### config.mk
export PLATFORM = sky130hd
export DESIGN_NAME = padds_pipe_flat
export DESIGN_NICKNAME = d
export VERILOG_FILES = /design/src/rtl/padds_pipe_if.sv /design/src/rtl/padds_pipe.sv /design/src/flat_wrapper.sv
export SDC_FILE = /design/constraint.sdc
export NUM_CORES = 1
export LEC_CHECK = 0
export ABC_CLOCK_PERIOD_IN_PS = 2600
export CORE_ASPECT_RATIO = 0.7
export CORE_UTILIZATION = 29
export DETAILED_ROUTE_END_ITERATION = 10
export HOLD_SLACK_MARGIN = 0.06
export PLACE_DENSITY = 0.51
export SYNTH_ARGS = -nofsm -noshare
export SYNTH_HDL_FRONTEND = slang
export SYNTH_HIERARCHICAL = 1
export SYNTH_SLANG_ARGS = --single-unit
### constraint.sdc
create_clock -name clk -period 2.6 [get_ports clk]
set_clock_uncertainty 0.05 [all_clocks]
set_input_delay 0.52 -clock clk [delete_from_list [all_inputs] [get_ports clk]]
set_output_delay 0.52 -clock clk [all_outputs]
set_load 0.1 [all_outputs]
### src/rtl/padds_pipe_if.sv
// Handshake and data bundle for the packed saturating add/sub unit.
// Lane i of in1/in2/out occupies bits [i*LANE_W +: LANE_W].
interface padds_pipe_if #(
  parameter int LANE_W = 8,
  parameter int LANES  = 2
);
  logic                          in_valid;
  logic                          in_ready;
  logic [LANES-1:0][LANE_W-1:0]  in1;
  logic [LANES-1:0][LANE_W-1:0]  in2;
  logic                          op_sub;
  logic                          op_unsigned;
  logic                          out_valid;
  logic                          out_ready;
  logic [LANES-1:0][LANE_W-1:0]  out;
  logic [LANES-1:0]              sat_lane;
  logic                          sat_sticky;
  logic                          sat_clr;

  modport master (
    output in_valid, in1, in2, op_sub, op_unsigned, out_ready, sat_clr,
    input  in_ready, out_valid, out, sat_lane, sat_sticky
  );

  modport slave (
    input  in_valid, in1, in2, op_sub, op_unsigned, out_ready, sat_clr,
    output in_ready, out_valid, out, sat_lane, sat_sticky
  );
endinterface

### src/rtl/padds_pipe.sv
// Elastic pipelined packed saturating add/sub, 1 or 2 stages.
// Optional sticky saturation flag enabled by defining PADDS_STICKY_EN.

// Clamps one (LANE_W+1)-bit extended lane result to LANE_W bits.
module padds_lane #(
  parameter int LANE_W = 8
) (
  input  logic [LANE_W:0]   r,
  input  logic              sub,
  input  logic              uns,
  output logic [LANE_W-1:0] res,
  output logic              sat
);
  always_comb begin
    res = r[LANE_W-1:0];
    sat = 1'b0;
    if (uns) begin
      if (r[LANE_W]) begin
        sat = 1'b1;
        res = sub ? '0 : '1;
      end
    end else if (r[LANE_W] ^ r[LANE_W-1]) begin
      // top bit of the extended result tells which way we overflowed
      sat = 1'b1;
      res = {r[LANE_W], {(LANE_W-1){~r[LANE_W]}}};
    end
  end
endmodule

module padds_pipe #(
  parameter int LANE_W = 8,
  parameter int LANES  = 2,
  parameter int STAGES = 2
) (
  input  logic          clk,
  input  logic          rst_n,
  padds_pipe_if.slave   bus
);
  localparam int EW = LANE_W + 1;
  typedef logic [LANES-1:0][EW-1:0] ext_t;

  logic [STAGES:1]             vld_q;
  logic [STAGES:0]             vld_pipe;
  logic [STAGES:1]             rdy_pipe;
  ext_t                        a_x, b_x, r_in, r_s;
  logic                        sub_s, uns_s;
  logic [LANES-1:0][LANE_W-1:0] res_c, res_q;
  logic [LANES-1:0]            sat_c, sat_q;

  assign vld_pipe = {vld_q, bus.in_valid};

  // ready ripples back from the output: a stage can load if empty or draining
  always_comb begin
    logic nxt;
    nxt      = bus.out_ready;
    rdy_pipe = '0;
    for (int k = STAGES; k >= 1; k--) begin
      rdy_pipe[k] = !vld_pipe[k] | nxt;
      nxt         = rdy_pipe[k];
    end
  end

  always_ff @(posedge clk or negedge rst_n) begin
    if (!rst_n) vld_q <= '0;
    else
      for (int k = 1; k <= STAGES; k++)
        if (rdy_pipe[k]) vld_q[k] <= vld_pipe[k-1];
  end

  for (genvar l = 0; l < LANES; l++) begin : g_ext
    assign a_x[l]  = bus.op_unsigned ? {1'b0, bus.in1[l]} : {bus.in1[l][LANE_W-1], bus.in1[l]};
    assign b_x[l]  = bus.op_unsigned ? {1'b0, bus.in2[l]} : {bus.in2[l][LANE_W-1], bus.in2[l]};
    assign r_in[l] = bus.op_sub ? a_x[l] - b_x[l] : a_x[l] + b_x[l];
  end

  if (STAGES == 2) begin : g_s2
    ext_t r_q;
    logic sub_q, uns_q;
    always_ff @(posedge clk or negedge rst_n) begin
      if (!rst_n) begin
        r_q   <= '0;
        sub_q <= 1'b0;
        uns_q <= 1'b0;
      end else if (rdy_pipe[1] && vld_pipe[0]) begin
        r_q   <= r_in;
        sub_q <= bus.op_sub;
        uns_q <= bus.op_unsigned;
      end
    end
    assign r_s   = r_q;
    assign sub_s = sub_q;
    assign uns_s = uns_q;
  end else begin : g_s1
    assign r_s   = r_in;
    assign sub_s = bus.op_sub;
    assign uns_s = bus.op_unsigned;
  end

  padds_lane #(.LANE_W(LANE_W)) u_lane [LANES-1:0] (
    .r   (r_s),
    .sub (sub_s),
    .uns (uns_s),
    .res (res_c),
    .sat (sat_c)
  );

  always_ff @(posedge clk or negedge rst_n) begin
    if (!rst_n) begin
      res_q <= '0;
      sat_q <= '0;
    end else if (rdy_pipe[STAGES] && vld_pipe[STAGES-1]) begin
      res_q <= res_c;
      sat_q <= sat_c;
    end
  end

  assign bus.in_ready  = rdy_pipe[1];
  assign bus.out_valid = vld_pipe[STAGES];
  assign bus.out       = res_q;
  assign bus.sat_lane  = sat_q;

`ifdef PADDS_STICKY_EN
  logic sticky_q;
  // set takes priority over clear
  always_ff @(posedge clk or negedge rst_n) begin
    if (!rst_n) sticky_q <= 1'b0;
    else if (bus.out_valid && bus.out_ready && |sat_q) sticky_q <= 1'b1;
    else if (bus.sat_clr) sticky_q <= 1'b0;
  end
  assign bus.sat_sticky = sticky_q;
`else
  logic sat_clr_unused;
  assign sat_clr_unused = bus.sat_clr;
  assign bus.sat_sticky = 1'b0;
`endif
endmodule
### src/flat_wrapper.sv
// flat-port wrapper written by rule: the top's interface ports become plain ports
module padds_pipe_flat 
#(
  parameter int LANE_W = 8,
  parameter int LANES  = 2,
  parameter int STAGES = 2
)
  (clk, rst_n, bus_in_valid, bus_in1, bus_in2, bus_op_sub, bus_op_unsigned, bus_out_ready, bus_sat_clr, bus_in_ready, bus_out_valid, bus_out, bus_sat_lane, bus_sat_sticky);
  padds_pipe_if #(.LANE_W(LANE_W), .LANES(LANES)) bus_i ();
  input  logic clk;
  input  logic rst_n;
  input wire logic [$bits(bus_i.in_valid)-1:0] bus_in_valid;
  input wire logic [$bits(bus_i.in1)-1:0] bus_in1;
  input wire logic [$bits(bus_i.in2)-1:0] bus_in2;
  input wire logic [$bits(bus_i.op_sub)-1:0] bus_op_sub;
  input wire logic [$bits(bus_i.op_unsigned)-1:0] bus_op_unsigned;
  input wire logic [$bits(bus_i.out_ready)-1:0] bus_out_ready;
  input wire logic [$bits(bus_i.sat_clr)-1:0] bus_sat_clr;
  output wire logic [$bits(bus_i.in_ready)-1:0] bus_in_ready;
  output wire logic [$bits(bus_i.out_valid)-1:0] bus_out_valid;
  output wire logic [$bits(bus_i.out)-1:0] bus_out;
  output wire logic [$bits(bus_i.sat_lane)-1:0] bus_sat_lane;
  output wire logic [$bits(bus_i.sat_sticky)-1:0] bus_sat_sticky;
  assign bus_i.in_valid = bus_in_valid;
  assign bus_i.in1 = bus_in1;
  assign bus_i.in2 = bus_in2;
  assign bus_i.op_sub = bus_op_sub;
  assign bus_i.op_unsigned = bus_op_unsigned;
  assign bus_i.out_ready = bus_out_ready;
  assign bus_i.sat_clr = bus_sat_clr;
  assign bus_in_ready = bus_i.in_ready;
  assign bus_out_valid = bus_i.out_valid;
  assign bus_out = bus_i.out;
  assign bus_sat_lane = bus_i.sat_lane;
  assign bus_sat_sticky = bus_i.sat_sticky;
  padds_pipe #(.LANE_W(LANE_W), .LANES(LANES), .STAGES(STAGES)) u_core (.clk(clk), .rst_n(rst_n), .bus(bus_i));
endmodule
==> flow_summary_export.csv, run 1 <==
group,metric,value,unit
floorplan,core,9910,sq um
logic_synthesis,synth_top_area_share,33.15,%
setup_path,crit_path_frequent_cell,"xnor2_1",
clock_network,h-tree-depth,2,
sta,post-route-min-period,2.440,ns
power,internal_power,2043,uW
finish,fin_area,4399,sq um
job,drv_cap,0,
power,power_density,932.9,nW/um^2
setup_path,critical_path_class,"primary input to flop",
setup_path,critPathRequiredTime,2.72,ns
sta,rsz0062_at_grt,"false",
sta,holdWs,0.1871,ns
grt,track_usage,14.44,%
logic_synthesis,netlist_instances,316,
grt,grt_overflow,0,
sta,period_share,93.83,%
grt,grt_pass1_vias,2548,
grt,grt_pass1_wl,12.39,mm
setup_path,path_cells,"clkdlybuf4s50_1, buf_4, nor4_4, a21oi_1, xnor2_1, ha_1, o21a_1, nor2_1, a21oi_2, xnor2_1, o21ai_1",
logic_synthesis,synth_cell_types,44,
logic_synthesis,yosys-top-cells-area,"dfrtp_1, ha_1, mux2_2, a221o_1, xnor2_1",
clock_network,hold_buffers,0,
setup_path,r2r_start,"u_core/g_s2.r_q[7]",
detailed_routing,via_per_inst,4.595,
setup_path,slowest_stage,"clkdlybuf4s50_1",
sta,setup_violations,0,
setup_path,rr_worst_depth,5,
sta,layout_setup_ws,0.1604,ns
placed_design,dpl_cell_area,4053,sq um
hold_path,holdCritPathClass,"primary input to asynchronous set/reset pin",
logic_synthesis,seq_area_frac_synth,33.15,%
logic_synthesis,ys.warnings.count,6,
floorplan,fp.dieH,87.37,microns
floorplan,io_pins,60,
logic_synthesis,synth_common_cells,"dfrtp_1, nand2_1, ha_1, mux2_2",
clock_network,cts_root_buffer,"clkbuf_16",
power,clkPwrFrac,14.7,%
finish,area_growth,45.71,%
logic_synthesis,yosys.area.top_type,"dfrtp_1",
finish,diodes,0,
setup_path,critPathTopFamily,"buffers and inverters",
placed_design,gp_congestion,0.8157,
finish,post-route-util,44.39,%
sta,worstMarginPinSlew,0.8370,ns
logic_synthesis,synth_area,3019,sq um
logic_synthesis,ys_ff_latch,40,
power,p_comb_share,60.7,%
detailed_routing,wl_per_cell,12.94,microns
setup_path,critPathLaunchType,"primary input",
detailed_routing,routed_wl,7.220,mm
logic_synthesis,synth_nets,379,
logic_synthesis,synth_flop_cell,"dfrtp_1",
detailed_routing,ant_nets,0,
outcome,status,"finished, final reports clean",
setup_path,path_max_fanout,2,
power,max-vdd-ir-drop,0.4662,mV
power,net-switching-power,2061,uW
logic_synthesis,synth.most_common_cell,"dfrtp_1",
setup_path,r2r_slack,0.70,ns
detailed_routing,num_vias,2564,
detailed_routing,firstDrtPassIters,4,
setup_path,critPathCapture,"u_core/g_s2.r_q[8]",
sta,maxSlewViolCount,0,
clock_network,clk_latency,0.28,ns
clock_network,cts_tree,"done",
setup_path,r2r-end,"u_core/bus.out[2]",
setup_path,crit_arrival,2.56,ns
clock_network,clock-sinks,40,
power,power_frac_seq,24.6,%
placed_design,dpl.hpwl,5.838,mm
setup_path,endpoint_kind,"flop",
setup_path,path_buf_inv,2,
clock_network,cts_made_buffers,5,
sta,fmax,409.9,MHz
sta,relSlewSlack,44.20,%
placed_design,io_buffers,57,
floorplan,start_util,30.47,%
setup_path,path_depth,11,
finish,nNetsFinal,492,
clock_network,clk_pin_slew_worst_paths,0.06,ns
floorplan,num_rows,30,
setup_path,max_stage_delay,0.45,ns
sta,finalHoldViolCount,0,
finish,drive_gt1_share,35.35,%
setup_path,crit_path_start,"bus_in2[5]",
logic_synthesis,async_flop_share,100.0,%
floorplan,die_area,10830,sq um
detailed_routing,route.detailed.drc,0,
detailed_routing,dr.first_iter.drc_count,107,
power,p_leak,0.002047,uW
logic_synthesis,synth_area_per_cell,9.554,sq um
grt,antenna_found_initial,0,
power,p_sw_share,50.21,%
logic_synthesis,synth_edf_count,0,
clock_network,cts_buffer_depth,2,
placed_design,dp_slack,-0.6008,ns
grt,grt_max_degree,30,
floorplan,die_width,124.0,microns
==> placed cells by master, fill, tap and decap left out, types with 4 or more instances in the layout <==
cell and n:
nand2b_1 9, clkdlybuf4s50_1 26, o21a_1 7, xnor2_1 15
nor2_1 18, dfrtp_1 39, a21oi_1 12, nor3_1 11
ha_1 20, buf_4 81, a221o_1 14, o21ai_0 13
o21bai_1 14, mux2_2 20, dlymetal6s2s_1 5, a21oi_2 4
clkbuf_2 5, inv_1 17, nand2_1 23, xor2_1 7
o31ai_1 6, clkbuf_16 5
==> state kept, by name (all words and copies together), names as in the netlist <==
name / flops
u_core/vld_q: 2
u_core/bus.out: 16
u_core/bus.sat_lane: 2
u_core/g_s2.sub_q: 1
u_core/g_s2.r_q: 18
u_core/g_s2.uns_q: 1
==> cell families after synthesis <==
group / synth area share (%)
AND/OR/NAND/NOR: 15.04
AO/OA/AOI/OAI: 20.68
flip-flops: 33.15
buffers and inverters: 5.636
adder cells (fa/ha/maj): 10.44
multiplexers: 8.537
XOR/XNOR: 6.382
other: 0.1242
==> routing by layer <==
metal,up-vias,track usage (%),part of all wire (%)
met5,-,0,0
met4,0,3.247,0.58
met3,2,2.356,4.4
met2,58,19.65,37
met1,1152,23.01,58
li1,1352,-,-
==> metrics by stage <==
stage / power [uW] / TNS [ns] / std cells
finish: 4104 / 0 / 558
CTS: 4112 / 0 / 552
global placement: 3421 / -5.482 / 542
global route: 4355 / 0 / 558
floorplan: 2867 / 0 / 316
detailed placement: 3463 / -5.889 / 542
==> worst min-delay path by stage <==
| stage | endpoint | cells past startpoint | start |
|---|---|---|---|
| after floorplan | u_core/bus.out[0] | 0 | rst_n |
| after global placement | u_core/vld_q[2] | 1 | u_core/vld_q[1] |
| after detailed placement | u_core/vld_q[2] | 1 | u_core/vld_q[1] |
| after CTS | u_core/g_s2.r_q[10] | 1 | rst_n |
| after global routing | u_core/g_s2.r_q[10] | 1 | rst_n |
| final | u_core/g_s2.r_q[10] | 1 | rst_n |
==> cell type report <==
class | count | area [sq um]
Fill cell | 1019 | 5510
Tap cell | 128 | 160.2
Clock inverter | 3 | 23.77
Sequential cell | 40 | 1005
Timing Repair Buffer | 122 | 1023
Multi-Input combinational cell | 241 | 1991
Clock buffer | 5 | 125.1
Inverter | 19 | 71.32
==> power by group through the flow <==
stage	clock network (uW)	registers, uW	logic [uW]
floorplan	0	2030	838
global placement	0	1010	2410
detailed placement	0	1030	2430
CTS	625	1020	2470
global route	651	1050	2650
finish	601	1010	2490
==> repair_timing <==
item / 4_1_cts / 5_1_grt
resized for setup: 24 / 33
pin swaps: 12 / 21
buffers inserted: 2 / 6
endpoints found under the setup margin: 11 / 8
Power figures use the tool's default switching activity.
==> inputs of run 2 (changes only) <==
--- a/config.mk
+++ b/config.mk
@@ -9,8 +9,9 @@
 export CORE_ASPECT_RATIO = 0.7
 export CORE_UTILIZATION = 29
 export DETAILED_ROUTE_END_ITERATION = 10
+export DONT_BUFFER_PORTS = 1
 export HOLD_SLACK_MARGIN = 0.06
-export PLACE_DENSITY = 0.51
+export PLACE_DENSITY = 0.44
 export SYNTH_ARGS = -nofsm -noshare
 export SYNTH_HDL_FRONTEND = slang
 export SYNTH_HIERARCHICAL = 1
==> run 2 against run 1 <==
Maximum frequency grew 1.6%. Clock-buffer cell count is the same. Non-clock buffer count shrank 102. Cell count shrank 18%. Sequential share of layout area grew 6.6 points. First-iteration DRC count shrank 17%. Largest power group is now registers. Worst setup slack gained 0.038 ns. Cell area shrank 22%. Clock power grew 16%. Critical path type unchanged. Highest routed layer unchanged. Combinational power shrank 61%. Power shrank 8.5%.
==> flow_summary_export.csv, run 2 (synthesis results as in run 1) <==
group,metric,value,unit
outcome,status,"finished, final reports clean",
placed_design,dpl.hpwl,5.079,mm
sta,setup_violations,0,
placed_design,io_buffers,0,
clock_network,cts_buffer_depth,2,
clock_network,cts_made_buffers,5,
grt,antenna_found_initial,0,
floorplan,fp.dieH,87.37,microns
clock_network,cts_setup_buffers,0,
detailed_routing,dr.max_layer_used,"met4",
finish,post-route-util,34.48,%
power,net-switching-power,1965,uW
detailed_routing,wl_met1,3.760,mm
sta,period_share,92.39,%
sta,maxSlewViolCount,0,
power,p_leak,0.001503,uW
detailed_routing,firstDrtPassIters,4,
finish,final_common_cell,"dfrtp_1",
sta,worstMarginPinSlew,0.9177,ns
setup_path,crit_arrival,2.54,ns
clock_network,cts_root_buffer,"clkbuf_16",
detailed_routing,route.met2.wl,2.192,mm
detailed_routing,ant_nets,0,
sta,relSlewSlack,38.82,%
finish,diodes,0,
finish,largest_register,"u_core/g_s2.r_q",
finish,drive_gt1_share,17.07,%
power,max-vdd-ir-drop,0.3312,mV
grt,grt_pass1_vias,2120,
job,drv_cap,0,
floorplan,io_pins,60,
floorplan,core,9910,sq um
grt,grt_max_degree,41,
floorplan,die_area,10830,sq um
sta,finalHoldViolCount,0,
power,p_sw_share,52.32,%
detailed_routing,wl_per_cell,14.28,microns
sta,tns,0,ns
grt,grt_overflow,0,
detailed_routing,wl_met3,518,microns
sta,post-route-min-period,2.402,ns
grt,track_usage,12.92,%
detailed_routing,via_per_inst,4.860,
power,p_comb_share,25.8,%
floorplan,start_util,30.47,%
detailed_routing,num_vias,2216,
clock_network,clk_latency,0.28,ns
power,clkPwrFrac,18.6,%
setup_path,critical_path_class,"primary input to flop",
sta,fmax,416.3,MHz
clock_network,h-tree-depth,2,
floorplan,die_width,124.0,microns
placed_design,gp_congestion,0.7567,
finish,nNetsFinal,390,
grt,grt_pass1_wl,10.91,mm
power,power_frac_seq,55.6,%
setup_path,rr_worst_depth,5,
setup_path,critPathRequiredTime,2.74,ns
detailed_routing,route.detailed.drc,0,
clock_network,clock-sinks,40,
hold_path,hold_path_depth,1,
detailed_routing,routed_wl,6.512,mm
finish,mostFrequentLayoutCells,"dfrtp_1, nand2_1, mux2_2, ha_1",
hold_path,holdCritPathClass,"primary input to flop",
power,power_density,1099,nW/um^2
setup_path,endpoint_kind,"flop",
setup_path,path_max_fanout,4,
power,internal_power,1791,uW
clock_network,cts_tree,"done",
sta,rsz0062_at_grt,"false",
setup_path,critPathLaunchType,"primary input",
clock_network,clk_pin_slew_worst_paths,0.06,ns
finish,largest_reg_flops,18,
detailed_routing,dr.first_iter.drc_count,89,
floorplan,num_rows,30,
finish,area_growth,13.18,%
run 2: power groups by stage:
stage                     Combinational (uW)  Clock [uW]  Sequential [uW]
after CTS                                975         723             2100
final                                    970         697             2090
after global routing                    1090         755             2130
after global placement                   933           0             2100
after detailed placement                 951           0             2110
after floorplan                          838           0             2030
run 2: timing repair:
action	in CTS	in global routing
hold buffers	2	0
setup endpoints to repair	0	2
gates resized for setup	0	2
endpoints found under the hold margin	40	0
run 2: area by class of cell:
cell class / instances / area, sq um
clock buffer: 5 / 125.1
clock inverter: 3 / 42.54
fill: 1037 / 6492
inverter: 19 / 71.32
multi-input combinational: 241 / 1848
sequential: 40 / 1005
tap: 128 / 160.2
timing repair buffer: 20 / 165.2
run 2: stage by stage:
step | cell area [sq um] | hold WS [ns] | setup WS [ns] | std cells | power (uW)
2_1_floorplan | 3025 | 0.1744 | 0.07446 | 316 | 2867
3_3_place_gp | 3219 | 0.1762 | -0.07996 | 446 | 3036
3_5_place_dp | 3219 | 0.1761 | -0.09847 | 446 | 3063
4_1_cts | 3417 | 0.2928 | 0.1768 | 456 | 3795
5_1_grt | 3417 | 0.2979 | 0.02536 | 456 | 3980
6_report | 3417 | 0.2999 | 0.1980 | 456 | 3755
run 2: worst max-delay path, cell delays in order:
cell and delay [ns]:
inv_1 0.02, ha_1 0.27, mux2_2 0.28, inv_1 0.06, ha_1 0.21, nor2b_1 0.12
o21ai_0 0.25, a21boi_1 0.16, o211a_1 0.26, o21a_1 0.18, o31ai_1 0.21
run 2: final timing paths:
kind / startpoint / end / slack (ns)
max: bus_in2[8] / u_core/g_s2.r_q[16] / 0.20
min: bus_in_valid / u_core/vld_q[1] / 0.30
max reg2reg: u_core/g_s2.r_q[16] / u_core/bus.out[12] / 0.70
min reg2reg: u_core/vld_q[1] / u_core/vld_q[2] / 0.45
max in group asynchronous: rst_n / u_core/vld_q[2] / 1.62
min in group asynchronous: rst_n / u_core/bus.out[10] / 0.63
run 2: metal layers:
layer | up-vias | global-route usage (%)
met3 | 2 | 4.319
met2 | 71 | 15.51
met5 | - | 0
met4 | 0 | 3.247
met1 | 985 | 20.72
li1 | 1158 | -
==> inputs of run 3 (changes only) <==
--- a/config.mk
+++ b/config.mk
@@ -10,6 +10,7 @@
 export CORE_UTILIZATION = 29
 export DETAILED_ROUTE_END_ITERATION = 10
 export DONT_BUFFER_PORTS = 1
+export GPL_TIMING_DRIVEN = 0
 export HOLD_SLACK_MARGIN = 0.06
 export PLACE_DENSITY = 0.44
 export SYNTH_ARGS = -nofsm -noshare
==> run 3 against run 2 <==
Cell count down 0.44%. Maximum frequency down 3.3%. Combinational power up 5%. Power up 1.9%. Non-clock buffer count down 2. Via count down 0.18%. Largest cell class unchanged. Largest power group unchanged. Highest routed layer unchanged.
==> flow_summary_export.csv, run 3 (synthesis results as in run 1) <==
group,metric,value,unit
finish,area_growth,14.01,%
grt,track_usage,13.21,%
finish,fill_cells,1076,
placed_design,dpl.hpwl,5.382,mm
setup_path,critPathLaunchType,"flop",
grt,grt_pass1_wl,11.05,mm
power,p_comb_share,26.8,%
grt,grt_pass1_vias,2205,
detailed_routing,wl_per_cell,14.92,microns
sta,tns,0,ns
sta,post-route-min-period,2.484,ns
finish,mostFrequentLayoutCells,"dfrtp_1, mux2_2, nand2_1, ha_1",
finish,post-route-util,34.73,%
placed_design,gp_congestion,0.7506,
clock_network,cts_root_buffer,"clkbuf_16",
detailed_routing,ant_nets,0,
sta,maxSlewViolCount,0,
setup_path,path_buf_inv,1,
sta,finalHoldViolCount,0,
setup_path,max_stage_delay,0.86,ns
floorplan,core,9910,sq um
power,net-switching-power,1979,uW
finish,drive_gt1_share,16.87,%
finish,diodes,0,
finish,nNetsFinal,388,
detailed_routing,num_vias,2212,
placed_design,dpl_cell_area,3186,sq um
hold_path,holdCritPathClass,"primary input to flop",
power,internal_power,1848,uW
floorplan,fp.dieH,87.37,microns
clock_network,h-tree-depth,2,
clock_network,cts_tree,"done",
setup_path,crit_arrival,2.61,ns
sta,fmax,402.5,MHz
power,p_leak,0.001503,uW
grt,grt_max_degree,41,
finish,largest_reg_flops,18,
clock_network,cts_buffer_depth,2,
setup_path,endpoint_kind,"flop",
detailed_routing,routed_wl,6.773,mm
power,p_sw_share,51.71,%
floorplan,die_area,10830,sq um
power,clkPwrFrac,18.9,%
detailed_routing,firstDrtPassIters,4,
detailed_routing,via_per_inst,4.872,
power,power_frac_seq,54.4,%
grt,antenna_found_initial,0,
floorplan,die_width,124.0,microns
clock_network,cts_setup_buffers,0,
job,drv_cap,0,
sta,rsz0062_at_grt,"true",
clock_network,cts_made_buffers,5,
setup_path,slowest_stage,"nand3b_1",
setup_path,critical_path_class,"flop to flop",
setup_path,critPathTopFamily,"simple AND/OR/NAND/NOR gates",
clock_network,clk_pin_slew_worst_paths,0.06,ns
placed_design,io_buffers,0,
setup_path,path_cells,"nand3b_1, nand2_2, buf_6, mux2_2",
floorplan,num_rows,30,
floorplan,io_pins,60,
sta,period_share,95.56,%
sta,setup_violations,0,
setup_path,path_max_fanout,10,
sta,relSlewSlack,24.72,%
finish,fin_area,3442,sq um
clock_network,clk_latency,0.28,ns
grt,grt_overflow,0,
finish,final_common_cell,"dfrtp_1",
outcome,status,"finished, final reports clean",
floorplan,start_util,30.47,%
finish,largest_register,"u_core/g_s2.r_q",
setup_path,critPathRequiredTime,2.72,ns
sta,worstMarginPinSlew,1.126,ns
power,power_density,1112,nW/um^2
clock_network,clock-sinks,40,
detailed_routing,dr.first_iter.drc_count,139,
detailed_routing,route.detailed.drc,0,
power,max-vdd-ir-drop,0.3818,mV
## run 3: cell types whose count changed in the layout (fill, tap and decap cells not counted), moves of 2 or more
cell,before,now
buf_2,0,3
buf_4,18,2
buf_6,0,6
clkbuf_1,0,2
clkbuf_2,0,2
## run 3: metrics by stage
| step | cells | hold WS (ns) | power [uW] | setup slack, ns |
|---|---|---|---|---|
| floorplan | 316 | 0.1744 | 2867 | 0.07446 |
| global placement | 444 | 0.1762 | 3074 | -0.3121 |
| global route | 454 | 0.2917 | 4056 | 0.01034 |
| detailed placement | 444 | 0.1756 | 3102 | -0.3095 |
| CTS | 454 | 0.2920 | 3863 | 0.02185 |
| finish | 454 | 0.2970 | 3828 | 0.1155 |
## run 3: power groups by stage
stage | sequential (uW) | combinational [uW] | clock, uW
after floorplan | 2030 | 838 | 0
after global placement | 2090 | 983 | 0
after detailed placement | 2100 | 998 | 0
after CTS | 2090 | 1030 | 746
after global routing | 2130 | 1150 | 778
final | 2080 | 1020 | 722
## run 3: worst paths after layout
path,from,end,slack (ns),cells past startpoint
worst max-delay path,u_core/vld_q[2],u_core/g_s2.uns_q,0.12,4
worst min-delay path,bus_in_valid,u_core/vld_q[1],0.30,1
worst max register to register,u_core/vld_q[2],u_core/g_s2.uns_q,0.12,4
worst min register to register,u_core/vld_q[1],u_core/vld_q[2],0.45,1
max in group asynchronous,rst_n,u_core/vld_q[2],1.63,2
min in group asynchronous,rst_n,u_core/bus.out[15],0.66,2
## run 3: cell type report
cell class | count | area [sq um] | area share, %
multi-input cells | 241 | 1876 | 54.49
well taps | 128 | 160.2 | 4.653
repair buffers | 2 | 30.03 | 0.8724
plain buffers | 16 | 122.6 | 3.562
flip-flops and latches | 40 | 1005 | 29.19
clock buffers | 6 | 138.9 | 4.035
inverters | 19 | 71.32 | 2.072
clock inverters | 2 | 38.79 | 1.127
## run 3: timing repair
item	4_1_cts	5_1_grt
pin swaps	2	2
endpoints found under the setup margin	19	20
endpoints found under the hold margin	40	0
hold buffers	2	0
resized for setup	7	9
## run 3: routing by layer
layer / part of all wire (%) / up-vias / GRT usage, % / wire length, microns
li1: - / 1144 / - / -
met1: 55 / 1004 / 20.30 / 3744
met2: 36 / 59 / 16.72 / 2438
met3: 7.6 / 5 / 4.254 / 516
met4: 1.1 / 0 / 4.221 / 74
met5: 0 / - / 0 / 0
